### config.mk
export PLATFORM = sky130hd
export DESIGN_NAME = multicycle_control
export DESIGN_NICKNAME = d
export VERILOG_FILES = /design/src/rtl/mc_ctrl_pkg.sv /design/src/rtl/mc_ctrl_decode.sv /design/src/rtl/multicycle_control.sv
export SDC_FILE = /design/constraint.sdc
export NUM_CORES = 1
export LEC_CHECK = 0
export ABC_AREA = 1
export CAP_MARGIN = 20
export CORE_MARGIN = 2
export CORE_UTILIZATION = 33
export CTS_BUF_LIST = sky130_fd_sc_hd__clkbuf_16
export DETAILED_ROUTE_END_ITERATION = 12
export GPL_ROUTABILITY_DRIVEN = 0
export PLACE_DENSITY = 0.69
export SYNTH_ARGS = -nofsm -noshare
export SYNTH_HDL_FRONTEND = slang
export SYNTH_SLANG_ARGS = --single-unit
### constraint.sdc
create_clock -name clk -period 2.45 [get_ports clk]
set_clock_uncertainty 0.15 [all_clocks]
set_input_delay 0.3675 -clock clk [delete_from_list [all_inputs] [get_ports clk]]
set_output_delay 0.3675 -clock clk [all_outputs]
set_load 0.005 [all_outputs]
### src/rtl/mc_ctrl_pkg.sv
// Shared encodings for the multicycle MIPS-style control FSM: states, opcodes,
// datapath mux codes and the control word that the decoder produces.
package mc_ctrl_pkg;

   typedef enum logic [3:0] {
      S_FETCH     = 4'd0,
      S_DECODE    = 4'd1,
      S_MEM_ADDR  = 4'd2,
      S_MEM_READ  = 4'd3,
      S_MEM_WB    = 4'd4,
      S_MEM_WRITE = 4'd5,
      S_EXECUTE   = 4'd6,
      S_R_WB      = 4'd7,
      S_BRANCH    = 4'd8,
      S_JUMP      = 4'd9,
      S_ADDI_EXEC = 4'd10,
      S_ADDI_WB   = 4'd11
   } state_t;

   localparam logic [5:0] OP_RTYPE = 6'b000000;
   localparam logic [5:0] OP_LW    = 6'b100011;
   localparam logic [5:0] OP_SW    = 6'b101011;
   localparam logic [5:0] OP_BEQ   = 6'b000100;
   localparam logic [5:0] OP_J     = 6'b000010;
   localparam logic [5:0] OP_ADDI  = 6'b001000;

   localparam logic [1:0] ALU_ADD   = 2'b00;
   localparam logic [1:0] ALU_SUB   = 2'b01;
   localparam logic [1:0] ALU_FUNCT = 2'b10;

   localparam logic [1:0] SRCB_REG     = 2'b00;
   localparam logic [1:0] SRCB_FOUR    = 2'b01;
   localparam logic [1:0] SRCB_IMM     = 2'b10;
   localparam logic [1:0] SRCB_IMM_SH2 = 2'b11;

   localparam logic [1:0] PCSRC_ALU    = 2'b00;
   localparam logic [1:0] PCSRC_ALUOUT = 2'b01;
   localparam logic [1:0] PCSRC_JUMP   = 2'b10;

   typedef struct packed {
      logic       pc_write;
      logic       pc_write_cond;
      logic       i_or_d;
      logic       mem_read;
      logic       mem_write;
      logic       ir_write;
      logic       mem_to_reg;
      logic       reg_dst;
      logic       reg_write;
      logic       alu_src_a;
      logic [1:0] alu_src_b;
      logic [1:0] alu_op;
      logic [1:0] pc_source;
      logic       instr_done;
   } ctrl_t;

   localparam ctrl_t CTRL_ZERO = 17'd0;

   function automatic logic is_supported_op(input logic [5:0] op);
      logic ok;
      case (op)
         OP_RTYPE, OP_LW, OP_SW, OP_BEQ, OP_J, OP_ADDI: ok = 1'b1;
         default:                                       ok = 1'b0;
      endcase
      return ok;
   endfunction

   // Clears every write/strobe field while leaving the mux selects intact.
   function automatic ctrl_t clear_strobes(input ctrl_t c);
      ctrl_t g;
      g               = c;
      g.pc_write      = 1'b0;
      g.pc_write_cond = 1'b0;
      g.mem_read      = 1'b0;
      g.mem_write     = 1'b0;
      g.ir_write      = 1'b0;
      g.reg_write     = 1'b0;
      g.instr_done    = 1'b0;
      return g;
   endfunction

endpackage

### src/rtl/mc_ctrl_decode.sv
// Moore decode of the current FSM state into the datapath control word.
module mc_ctrl_decode
   import mc_ctrl_pkg::*;
(
   input  state_t state,
   output ctrl_t  ctrl
);

   // State-to-control-word table; unlisted fields stay at zero.
   always_comb begin
      ctrl = CTRL_ZERO;
      case (state)
         S_FETCH: begin
            ctrl.mem_read  = 1'b1;
            ctrl.ir_write  = 1'b1;
            ctrl.pc_write  = 1'b1;
            ctrl.alu_src_b = SRCB_FOUR;
            ctrl.alu_op    = ALU_ADD;
            ctrl.pc_source = PCSRC_ALU;
         end
         S_DECODE: begin
            ctrl.alu_src_b = SRCB_IMM_SH2;
            ctrl.alu_op    = ALU_ADD;
         end
         S_MEM_ADDR, S_ADDI_EXEC: begin
            ctrl.alu_src_a = 1'b1;
            ctrl.alu_src_b = SRCB_IMM;
            ctrl.alu_op    = ALU_ADD;
         end
         S_MEM_READ: begin
            ctrl.mem_read = 1'b1;
            ctrl.i_or_d   = 1'b1;
         end
         S_MEM_WB: begin
            ctrl.reg_write  = 1'b1;
            ctrl.mem_to_reg = 1'b1;
            ctrl.instr_done = 1'b1;
         end
         S_MEM_WRITE: begin
            ctrl.mem_write  = 1'b1;
            ctrl.i_or_d     = 1'b1;
            ctrl.instr_done = 1'b1;
         end
         S_EXECUTE: begin
            ctrl.alu_src_a = 1'b1;
            ctrl.alu_src_b = SRCB_REG;
            ctrl.alu_op    = ALU_FUNCT;
         end
         S_R_WB: begin
            ctrl.reg_write  = 1'b1;
            ctrl.reg_dst    = 1'b1;
            ctrl.instr_done = 1'b1;
         end
         S_BRANCH: begin
            ctrl.alu_src_a     = 1'b1;
            ctrl.alu_op        = ALU_SUB;
            ctrl.pc_write_cond = 1'b1;
            ctrl.pc_source     = PCSRC_ALUOUT;
            ctrl.instr_done    = 1'b1;
         end
         S_JUMP: begin
            ctrl.pc_write   = 1'b1;
            ctrl.pc_source  = PCSRC_JUMP;
            ctrl.instr_done = 1'b1;
         end
         S_ADDI_WB: begin
            ctrl.reg_write  = 1'b1;
            ctrl.instr_done = 1'b1;
         end
         default: ctrl = CTRL_ZERO;
      endcase
   end

endmodule

### src/rtl/multicycle_control.sv
// Multicycle control unit: state register, opcode-driven next-state logic and
// reset gating of the decoded control strobes.
module multicycle_control
   import mc_ctrl_pkg::*;
(
   input  logic       clk,
   input  logic       rst,
   input  logic [5:0] opcode,
   output logic       pc_write,
   output logic       pc_write_cond,
   output logic       i_or_d,
   output logic       mem_read,
   output logic       mem_write,
   output logic       ir_write,
   output logic       mem_to_reg,
   output logic       reg_dst,
   output logic       reg_write,
   output logic       alu_src_a,
   output logic [1:0] alu_src_b,
   output logic [1:0] alu_op,
   output logic [1:0] pc_source,
   output logic       instr_done,
   output logic       illegal_op,
   output logic [3:0] state
);

   state_t state_r;
   state_t next_state_s;
   ctrl_t  ctrl_s;
   ctrl_t  ctrl_out_s;
   logic   illegal_s;

   // State register; reset returns to FETCH without waiting for a clock.
   always_ff @(posedge clk or posedge rst) begin
      if (rst) begin
         state_r <= S_FETCH;
      end else begin
         state_r <= next_state_s;
      end
   end

   // Next-state logic; opcode is only consulted in DECODE and MEM_ADDR.
   always_comb begin
      next_state_s = S_FETCH;
      case (state_r)
         S_FETCH: next_state_s = S_DECODE;
         S_DECODE: begin
            case (opcode)
               OP_RTYPE:     next_state_s = S_EXECUTE;
               OP_LW, OP_SW: next_state_s = S_MEM_ADDR;
               OP_BEQ:       next_state_s = S_BRANCH;
               OP_J:         next_state_s = S_JUMP;
               OP_ADDI:      next_state_s = S_ADDI_EXEC;
               default:      next_state_s = S_FETCH;
            endcase
         end
         S_MEM_ADDR: begin
            case (opcode)
               OP_LW:   next_state_s = S_MEM_READ;
               OP_SW:   next_state_s = S_MEM_WRITE;
               default: next_state_s = S_FETCH;
            endcase
         end
         S_MEM_READ:  next_state_s = S_MEM_WB;
         S_EXECUTE:   next_state_s = S_R_WB;
         S_ADDI_EXEC: next_state_s = S_ADDI_WB;
         S_MEM_WB, S_MEM_WRITE, S_R_WB, S_BRANCH, S_JUMP, S_ADDI_WB:
                      next_state_s = S_FETCH;
         default:     next_state_s = S_FETCH;
      endcase
   end

   mc_ctrl_decode u_decode (
      .state (state_r),
      .ctrl  (ctrl_s)
   );

   // Strobes are held low for as long as reset is asserted.
   always_comb begin
      illegal_s = (state_r == S_DECODE) && !is_supported_op(opcode);
      if (rst) begin
         ctrl_out_s = clear_strobes(ctrl_s);
         illegal_s  = 1'b0;
      end else begin
         ctrl_out_s = ctrl_s;
      end
   end

   assign pc_write      = ctrl_out_s.pc_write;
   assign pc_write_cond = ctrl_out_s.pc_write_cond;
   assign i_or_d        = ctrl_out_s.i_or_d;
   assign mem_read      = ctrl_out_s.mem_read;
   assign mem_write     = ctrl_out_s.mem_write;
   assign ir_write      = ctrl_out_s.ir_write;
   assign mem_to_reg    = ctrl_out_s.mem_to_reg;
   assign reg_dst       = ctrl_out_s.reg_dst;
   assign reg_write     = ctrl_out_s.reg_write;
   assign alu_src_a     = ctrl_out_s.alu_src_a;
   assign alu_src_b     = ctrl_out_s.alu_src_b;
   assign alu_op        = ctrl_out_s.alu_op;
   assign pc_source     = ctrl_out_s.pc_source;
   assign instr_done    = ctrl_out_s.instr_done;
   assign illegal_op    = illegal_s;
   assign state         = state_r;

endmodule

---- Word-level counts from Yosys, hierarchy flattened ----
Index checks and enable logic that the tools add are counted.
word-level totals
  logic and storage cells ................. 50
  output and inout bits ................... 22
  flip-flop bits (word level) ............. 4
cells by class
  mux-type cells .......................... 20
  eq/ne operators ......................... 16
  reduce and logical (&&, ||, !) cells .... 13
operator list
  kind                                                             number
  4-bit case mux with 6 select lines                               1
  4-bit case mux with 5 select lines                               1
  17-bit two-way mux                                               1
  4-bit by 3-bit == test with 1-bit output, second input constant  4
  4-bit == test, second input constant                             4
  1-bit two-way mux                                                13
  6-bit == test, second input constant                             2
  6-bit OR reduction                                               2
  2-bit OR reduction                                               5
  4-bit by 2-bit == test with 1-bit output, second input constant  2
  2-bit case mux with 2 select lines                               2
  6-bit by 2-bit == test with 1-bit output, second input constant  1
  6-bit by 3-bit == test with 1-bit output, second input constant  1
  6-bit by 4-bit == test with 1-bit output, second input constant  1
  6-bit logical NOT                                                1
  2-bit case mux with 3 select lines                               1
  3-bit case mux with 2 select lines                               1
  4-bit by 1-bit == test with 1-bit output, second input constant  1
  4-bit logical NOT                                                1
  4-bit OR reduction                                               1
  3-bit OR reduction                                               1
  1-bit logical AND                                                1
  1-bit logical NOT                                                1

---- Longest topological paths before layout ----
Gate-level depths: netlist of the first run.
  word-level depth ........................ 6
  depth in mapped cells ................... 7
  gate-level depth less buffers ........... 7

---- Modules after synthesis ----
Synthesis of the first run repeated with hierarchy kept, for this count alone.
second synthesis, totals
  cells, all modules ...................... 121
  area, all modules ....................... 601.8 um^2
by module, submodules not included
  module              instances  seq. area each (um^2)  cells each  area each (um^2)
  multicycle_control  1          100.1                  84          445.4
  mc_ctrl_decode      1          0.0                    37          156.4

---- Least setup slack after synthesis of the first run ----
OpenSTA, ideal clock, no wires.
  path type ............................... register to output
  start point ............................. register state_r[1], in the netlist state[1]
  end point ............................... output port illegal_op
  buffers on the path ..................... 0
  arrival ................................. 0.987 ns
  stages on the path, launching flop included .. 6
  path slack .............................. 0.945 ns
  data required time ...................... 1.933 ns
  cell sequence ........................... dfrtp_1 inv_1 nand2_2 nor2_4 nand2_1 nor3_1
between the ends
  longest elaborated chain between the ends .. 3
RTL lines
  item                                      RTL line                  text
  start: declaration                        multicycle_control.sv:27  state_t state_r;
  start signal: assignment                  multicycle_control.sv:38  state_r <= next_state_s;
  4-bit by 1-bit == test with 1-bit output  multicycle_control.sv:80  illegal_s = (state_r == S_DECODE) && !is_supported_op(opcode);
  1-bit logical AND                         multicycle_control.sv:80
  1-bit two-way mux                         multicycle_control.sv:81  if (rst) begin
  end: declaration                          multicycle_control.sv:23  output logic illegal_op,
No other way between the ends.

---- Worst setup path in the final report of the first run ----
  start point ............................. register state_r[1], in the netlist state[1]
  end point ............................... output port mem_read
between the ends
  longest elaborated chain between the ends .. 4
RTL lines
  item                                                                           RTL line                  text
  4-bit by 2-bit == test with 1-bit output or 4-bit logical NOT (tied branches)  mc_ctrl_decode.sv:12      case (state)
  2-bit OR reduction (no source line) (*)                                        --
  1-bit two-way mux (*)                                                          mc_ctrl_decode.sv:12
  17-bit two-way mux (*)                                                         multicycle_control.sv:81
  end: declaration                                                               multicycle_control.sv:12  output logic mem_read,
Every way passes the cells marked *; elsewhere a longest branch is shown, timed or not.

==> impl_metrics.json, run 1 <==
{
  "synth.most_common_cell": "nor2_1",
  "post-route-drc-count": 0,
  "synth_top_cell_area_share": 0.201,
  "routed_wl_um": 1590,
  "grt_pass1_wl_um": 2730,
  "ff_latch_area_um2": 100,
  "critPathMaxFanout": 6,
  "top_usage_layer": "met2",
  "period_needed_ps": 2280,
  "cts.path.max_buffers": 2,
  "leakagePower_uw": 0.000483,
  "reg2reg_depth": 6,
  "ys.flop_type": "dfrtp_1",
  "initial_core_util": 0.343,
  "yosysSeqAreaShare": 0.201,
  "hpwlAfterDp_um": 1270,
  "rsz0062_at_grt": "no",
  "maxSlewViolCount": 0,
  "syn_to_final_growth_pct": 85.4,
  "dp_slack_ps": -36.4,
  "wl_per_cell_um": 10.8,
  "status": "complete, no violations",
  "grt_overflow": 0,
  "end_kind": "output pin",
  "setup_viol": 0,
  "synth_area_leaders": "dfrtp_1 (20%), nor2_1 (18%), nand2_1 (16%), inv_1 (15%), nand3_1 (9.0%)",
  "netlist_instances": 95,
  "syn_nets": 103,
  "drtIter0Drc": 14,
  "place_inst": 144,
  "grt_use_met2": 0.379,
  "drive_above_1_share": 0.122,
  "grt_pass1_vias": 690,
  "vias_per_cell": 4.84,
  "power.density_nw_per_um2": 685,
  "rrSetupSlack_ps": 1110,
  "ys_ff_latch": 4,
  "peakVddDrop_uv": 357,
  "cts_setup_buffers": 0,
  "netlist_area_um2": 498,
  "cts-root-buf": "clkbuf_16",
  "finalCritPeriodShare": 0.932,
  "diodes": 0,
  "maxCapViolations": 0,
  "pin_count": 30,
  "cts_tree": "yes",
  "power_uw": 633,
  "fin_nets": 141,
  "antenna_left": 0,
  "timing.rr.end": "state[1]$_DFF_PP0_",
  "die_x_um": 42.8,
  "worstPathArrival_ps": 1760,
  "core_um2": 1450,
  "fmax_ghz": 0.438,
  "vias": 712,
  "clkTransAtPathRegs_ps": 30,
  "crit_path_start_kind": "register",
  "ys_top_cells_by_count": "nor2_1 (24), nand2_1 (21), inv_1 (20)",
  "multi_input_area_um2": 329,
  "finalHoldViolCount": 0,
  "cts_buffers": 3,
  "grt_antenna_before_repair": 0,
  "gr-usage-met1": 0.189,
  "timing.final.ws_setup_ps": 168,
  "rows": 14,
  "ys_warn_count": 0,
  "synth_top_area_cell": "dfrtp_1",
  "max_slew_margin": 0.860,
  "tightest_slew_ps": 211,
  "largest_register_ffs": 4,
  "grt_max_degree": 7,
  "firstDrtPassIters": 6,
  "async_reset_ff_frac": 1.00,
  "synth_cell_type_count": 16,
  "track_usage": 0.202,
  "die_h_um": 42.8,
  "cp.required_ps": 1930,
  "stdcell_count": 147,
  "critPathKind": "reg -> out",
  "clock_latency_ps": 230,
  "io_buffers": 29,
  "synth-edff-count": 0,
  "n_fill_cell": 142,
  "hold_class": "in -> async",
  "rr_startpoint": "state[2]$_DFF_PP0_",
  "ctsHoldBuffers": 0,
  "avgSynthCellArea_um2": 5.24,
  "htreeDepth": 1,
  "cts_num_sinks": 4,
  "dieArea_um2": 1840,
  "grt_use_met3": 0.0511
}
where the power goes:
part | internal, uW | total, uW | switching, uW
sequential | 77.5 | 94.7 | 17.2
clock | 209 | 261 | 52.0
combinational | 141 | 277 | 136
placed cells by master, fill, tap and decap left out, drive strengths merged:
cell | netlist | final
dfrtp | 4 | 4
nand2 | 24 | 24
clkbuf | 0 | 3
nand3 | 9 | 9
o211ai | 1 | 1
o21a | 1 | 1
nor2 | 28 | 28
clkdlybuf4s50 | 0 | 26
inv | 21 | 21
dlymetal6s2s | 0 | 1
a21oi | 3 | 3
nor3 | 1 | 1
o21ai | 2 | 2
dlygate4sd2 | 0 | 2
buf | 0 | 4
nand4 | 1 | 1
metrics by stage:
step,hold slack (ps),cell area (um^2),utilization,TNS (ps)
5_1_grt,394,923,0.635,0
6_report,362,923,0.635,0
2_1_floorplan,0.212,498,-,0
3_5_place_dp,548,838,0.577,-36.4
4_1_cts,367,916,0.630,0
3_3_place_gp,548,838,0.577,0
worst max-delay path, cell delays in order, from the launching register on:
cell	delay, ps
dfrtp_1	440
nor2_1	190
inv_2	80
nor2_2	120
inv_1	70
a21oi_1	120
clkdlybuf4s50_1	510
area by class of cell:
cell class              instances  share of cell area
repair buffers                 33               0.347
clock buffers                   3              0.0813
multi-input cells              70               0.356
flip-flops and latches          4               0.108
well taps                      16              0.0217
inverters                      21              0.0854
cells by family (layout without fill, tap and decap cells):
logic type | Yosys count | after routing | synth area share
flops | 4 | 4 | 0.201
compound gates | 7 | 7 | 0.0804
simple gates | 63 | 63 | 0.560
buf+inv | 21 | 57 | 0.158
worst max path at each step:
stage,startpoint,endpoint,slack (ps)
floorplan,state[1]$_DFF_PP0_,illegal_op,950
global placement,opcode[3],illegal_op,50
detailed placement,opcode[3],illegal_op,-40
CTS,opcode[0],illegal_op,30
global route,state[1]$_DFF_PP0_,mem_read,50
finish,state[1]$_DFF_PP0_,mem_read,170
per-layer routing:
metal,vias to the layer above,part of all wire
li1,366,-
met1,302,0.37
met2,37,0.52
met3,7,0.071
met4,0,0.039
met5,-,0
repair_timing:
action / CTS / global route
pin swaps: 1 / 0
resized for setup: 3 / 2
endpoints found under the setup margin: 1 / 1
No activity file was read; power rests on OpenSTA's default activity.
==> run 2, diff against run 1 <==
Settings changed: CORE_UTILIZATION 33 to 38, PLACE_DENSITY 0.69 to 0.82.
==> run 2 against run 1 <==
Register-to-register slack is essentially flat; utilization is 9.6 points higher; via count fell by 6.6%; worst setup slack better by 5.6 ps; largest cell class is now non-clock buffers; non-clock buffer count unchanged; die area is 12% lower.
==> impl_metrics.json, run 2 (same netlist as run 1, synthesis figures left out) <==
{
  "crit_path_start_kind": "register",
  "routed_wl_um": 1450,
  "io_buffers": 29,
  "n_fill_cell": 105,
  "vias_per_cell": 4.55,
  "htreeDepth": 1,
  "postPlaceCellArea_um2": 837,
  "reg2reg_depth": 6,
  "rsz0062_at_grt": "no",
  "cts_tree": "yes",
  "grt_pass1_wl_um": 2130,
  "power.density_nw_per_um2": 679,
  "worstPathArrival_ps": 1760,
  "largest_register_ffs": 4,
  "critPathKind": "reg -> out",
  "end_kind": "output pin",
  "timing.rr.end": "state[1]$_DFF_PP0_",
  "critPathCapture": "mem_read",
  "grt_pass1_vias": 540,
  "drtIter0Drc": 8,
  "path_cells": "inv_1, nand2_4, nor2_2, inv_1, a21oi_1, clkdlybuf4s50_1",
  "slowest_stage": "clkdlybuf4s50_1",
  "timing.final.ws_setup_ps": 173,
  "critPathMaxFanout": 5,
  "cts.path.max_buffers": 2,
  "max_slew_margin": 0.849,
  "tightest_slew_ps": 226,
  "grt_max_degree": 7,
  "worst-path-stages": 6,
  "grt_overflow": 0,
  "pin_count": 30,
  "antenna_left": 0,
  "syn_to_final_growth_pct": 86.2,
  "finalHoldViolCount": 0,
  "cp.required_ps": 1930,
  "initial_core_util": 0.393,
  "core_um2": 1270,
  "cts-root-buf": "clkbuf_16",
  "tns_ps": 0,
  "post-route-drc-count": 0,
  "setup_viol": 0,
  "firstDrtPassIters": 2,
  "dp_slack_ps": 18.5,
  "die_x_um": 40.2,
  "dieArea_um2": 1620,
  "final_common_cell": "clkdlybuf4s50_1",
  "hpwlAfterDp_um": 1100,
  "drive_above_1_share": 0.122,
  "rows": 13,
  "fin_nets": 141,
  "wl_per_cell_um": 9.94,
  "path_delay_family": "buffers and inverters",
  "rr_startpoint": "state[2]$_DFF_PP0_",
  "worst_path_most_repeated_cell": "inv_1",
  "peakVddDrop_uv": 516,
  "cts_buffers": 3,
  "max_stage_delay_ps": 510,
  "grt_antenna_before_repair": 0,
  "die_h_um": 40.2,
  "fmax_ghz": 0.439,
  "track_usage": 0.205,
  "ctsHoldBuffers": 0,
  "leakagePower_uw": 0.000498,
  "maxSlewViolCount": 0,
  "layout_common_cells": "clkdlybuf4s50_1 (26), nor2_1 (23), nand2_1 (21)",
  "crit_buf_inv": 3,
  "clock_latency_ps": 230,
  "clkTransAtPathRegs_ps": 30,
  "cp-startpoint": "state[2]$_DFF_PP0_",
  "cts_num_sinks": 4,
  "status": "complete, no violations",
  "vias": 665,
  "period_needed_ps": 2280,
  "rrSetupSlack_ps": 1120,
  "hold_class": "in -> async",
  "diodes": 0,
  "maxCapViolations": 0,
  "final_cell_area_um2": 927,
  "finalCritPeriodShare": 0.929
}
-- run 2: changes by cell type in the layout (fill, tap and decap cells not counted), sizes merged --
cell	before	now
dlygate4sd2	2	0
dlymetal6s2s	1	3
-- run 2: area by class of cell --
type | instances | area [um^2] | share of cell area
Timing Repair Buffer | 33 | 328 | 0.354
Tap cell | 15 | 18.8 | 0.0202
Clock buffer | 3 | 75.1 | 0.0810
Sequential cell | 4 | 100 | 0.108
Inverter | 21 | 78.8 | 0.0850
Multi-Input combinational cell | 70 | 327 | 0.352
-- run 2: worst min-delay path: stages --
cell and delay (ps):
clkdlybuf4s50_1 430, inv_1 110, buf_4 140
-- run 2: worst min-delay path by stage --
stage / startpoint / endpoint / depth (start not counted)
final: rst / state[0]$_DFF_PP0_ / 3
after global routing: rst / state[0]$_DFF_PP0_ / 3
after CTS: rst / state[0]$_DFF_PP0_ / 3
after detailed placement: state[3]$_DFF_PP0_ / state[3]$_DFF_PP0_ / 2
after global placement: state[3]$_DFF_PP0_ / state[3]$_DFF_PP0_ / 2
after floorplan: rst / state[0]$_DFF_PP0_ / 1
-- run 2: per-layer routing --
layer / vias to the layer above / global-route usage / part of all wire
met1: 279 / 0.216 / 0.42
li1: 359 / - / -
met2: 25 / 0.363 / 0.51
met4: 0 / 0.125 / 0.013
met5: - / 0 / 0
met3: 2 / 0.0500 / 0.060
-- run 2: timing repair --
| action | 4_1_cts | 5_1_grt |
|---|---|---|
| resized for setup | 0 | 5 |
| buffers inserted | 0 | 0 |
| setup endpoints to repair | 0 | 2 |
-- run 2: per-stage QoR --
| step | total power [uW] | instances | hold slack [ps] | utilization |
|---|---|---|---|---|
| floorplan | 230 | 95 | 0.212 | - |
| global placement | 364 | 143 | 541 | 0.660 |
| detailed placement | 364 | 143 | 535 | 0.660 |
| CTS | 627 | 146 | 357 | 0.719 |
| global route | 669 | 146 | 388 | 0.731 |
| finish | 630 | 146 | 352 | 0.731 |
-- run 2: power breakdown --
part	switching, uW	internal, uW
clock network	53.2	209
logic	130	141
registers	18.0	77.4
==> run 3, diff against run 2 <==
Settings changed: MAX_ROUTING_LAYER set to met4.
==> run 3 against run 2 <==
Utilization stayed put; register-to-register slack hardly changed; fmax hardly changed; combinational power hardly changed; global-route usage is 0.93 points higher; critical endpoint unchanged; largest power group unchanged.
==> impl_metrics.json, run 3 (same netlist as run 1, synthesis figures left out) <==
{
  "path_cells": "inv_1, nand2_4, nor2_2, inv_1, a21oi_1, clkdlybuf4s50_1",
  "tightest_slew_ps": 228,
  "grt_overflow": 0,
  "crit_buf_inv": 3,
  "period_needed_ps": 2280,
  "cts-root-buf": "clkbuf_16",
  "cts.path.max_buffers": 2,
  "hpwlAfterDp_um": 1100,
  "slowest_stage": "clkdlybuf4s50_1",
  "cts_setup_buffers": 0,
  "pin_count": 30,
  "die_h_um": 40.2,
  "tns_ps": 0,
  "cts.repair.resized": 0,
  "fin_nets": 141,
  "crit_path_start_kind": "register",
  "cts_tree": "yes",
  "grt_pass1_wl_um": 2150,
  "setup_viol": 0,
  "clkTransAtPathRegs_ps": 30,
  "p_comb_frac": 0.431,
  "end_kind": "output pin",
  "dieArea_um2": 1620,
  "path_delay_family": "buffers and inverters",
  "max_stage_delay_ps": 510,
  "worst_path_most_repeated_cell": "inv_1",
  "status": "complete, no violations",
  "timing.final.ws_setup_ps": 174,
  "initial_core_util": 0.393,
  "seqPwrFrac": 0.151,
  "track_usage": 0.214,
  "largest_register_ffs": 4,
  "cts_num_sinks": 4,
  "rows": 13,
  "fmax_ghz": 0.439,
  "finalHoldViolCount": 0,
  "routed_wl_um": 1460,
  "grt_antenna_before_repair": 0,
  "maxCapViolations": 0,
  "antenna_left": 0,
  "max_slew_margin": 0.848,
  "p_int_uw": 428,
  "switching_share": 0.321,
  "post-route-drc-count": 0,
  "firstDrtPassIters": 3,
  "die_x_um": 40.2,
  "critPathKind": "reg -> out",
  "clock_latency_ps": 230,
  "ctsHoldBuffers": 0,
  "hold_class": "in -> async",
  "n_fill_cell": 105,
  "rsz0062_at_grt": "no",
  "grt_max_degree": 7,
  "worstPathArrival_ps": 1760,
  "syn_to_final_growth_pct": 86.2,
  "cp.required_ps": 1930,
  "p_sw_uw": 202,
  "diodes": 0,
  "io_buffers": 29,
  "maxSlewViolCount": 0,
  "vias": 665,
  "layout_common_cells": "clkdlybuf4s50_1 (26), nor2_1 (23), nand2_1 (21)",
  "peakVddDrop_uv": 517,
  "core_um2": 1270,
  "dp_slack_ps": 18.5,
  "leakagePower_uw": 0.000498,
  "wl_per_cell_um": 10.0,
  "htreeDepth": 1,
  "drtIter0Drc": 7,
  "final_common_cell": "clkdlybuf4s50_1",
  "drive_above_1_share": 0.122,
  "critPathMaxFanout": 5,
  "power.density_nw_per_um2": 680,
  "cts_buffers": 3,
  "grt_pass1_vias": 535,
  "finalCritPeriodShare": 0.929,
  "vias_per_cell": 4.55,
  "clock_power_share": 0.417
}
run 3: cell counts in the layout (fill, tap and decap cells not counted):
Identical to the previous run, type by type.
run 3: path summary, 6_finish.rpt:
kind / startpoint / endpoint / slack [ps] / cells after the start
max: state[2]$_DFF_PP0_ / mem_read / 170 / 6
min: rst / state[0]$_DFF_PP0_ / 350 / 3
max reg2reg: state[2]$_DFF_PP0_ / state[1]$_DFF_PP0_ / 1120 / 6
min reg2reg: state[3]$_DFF_PP0_ / state[3]$_DFF_PP0_ / 560 / 2
max in group asynchronous: rst / state[2]$_DFF_PP0_ / 1700 / 3
min in group clk: opcode[3] / state[2]$_DFF_PP0_ / 480 / 4
run 3: power by group through the flow:
stage	Clock, uW	Sequential (uW)	Combinational [uW]
2_1_floorplan	0	93.8	136
3_3_place_gp	0	94.0	270
3_5_place_dp	0	94.1	270
4_1_cts	262	93.5	272
5_1_grt	270	99.4	302
6_report	263	95.4	272
run 3: metal layers:
layer  wire length [um]  global-route usage  part of all wire  vias to the layer above
li1                   -                   -                 -                      359
met1                612               0.219              0.42                      279
met2                738               0.359              0.51                       25
met3                 89              0.0667             0.061                        2
met4                 19               0.125             0.013                        0
met5                  0                   -                 0                        -
run 3: worst min-delay path: stages:
cell and delay [ps]:
clkdlybuf4s50_1 430, inv_1 110, buf_4 140
run 3: area by class of cell:
type                       count  area (um^2)  area share
multi-input combinational     70          327       0.352
inverter                      21         78.8      0.0850
clock buffer                   3         75.1      0.0810
tap                           15         18.8      0.0202
sequential                     4          100       0.108
timing repair buffer          33          328       0.354
run 3: stage by stage:
stage	util	total power [uW]	instances	hold slack, ps	area (um^2)
floorplan	-	230	95	0.212	498
global placement	0.660	364	143	541	837
CTS	0.719	627	146	357	912
detailed placement	0.660	364	143	535	837
global route	0.731	671	146	386	927
finish	0.731	630	146	352	927
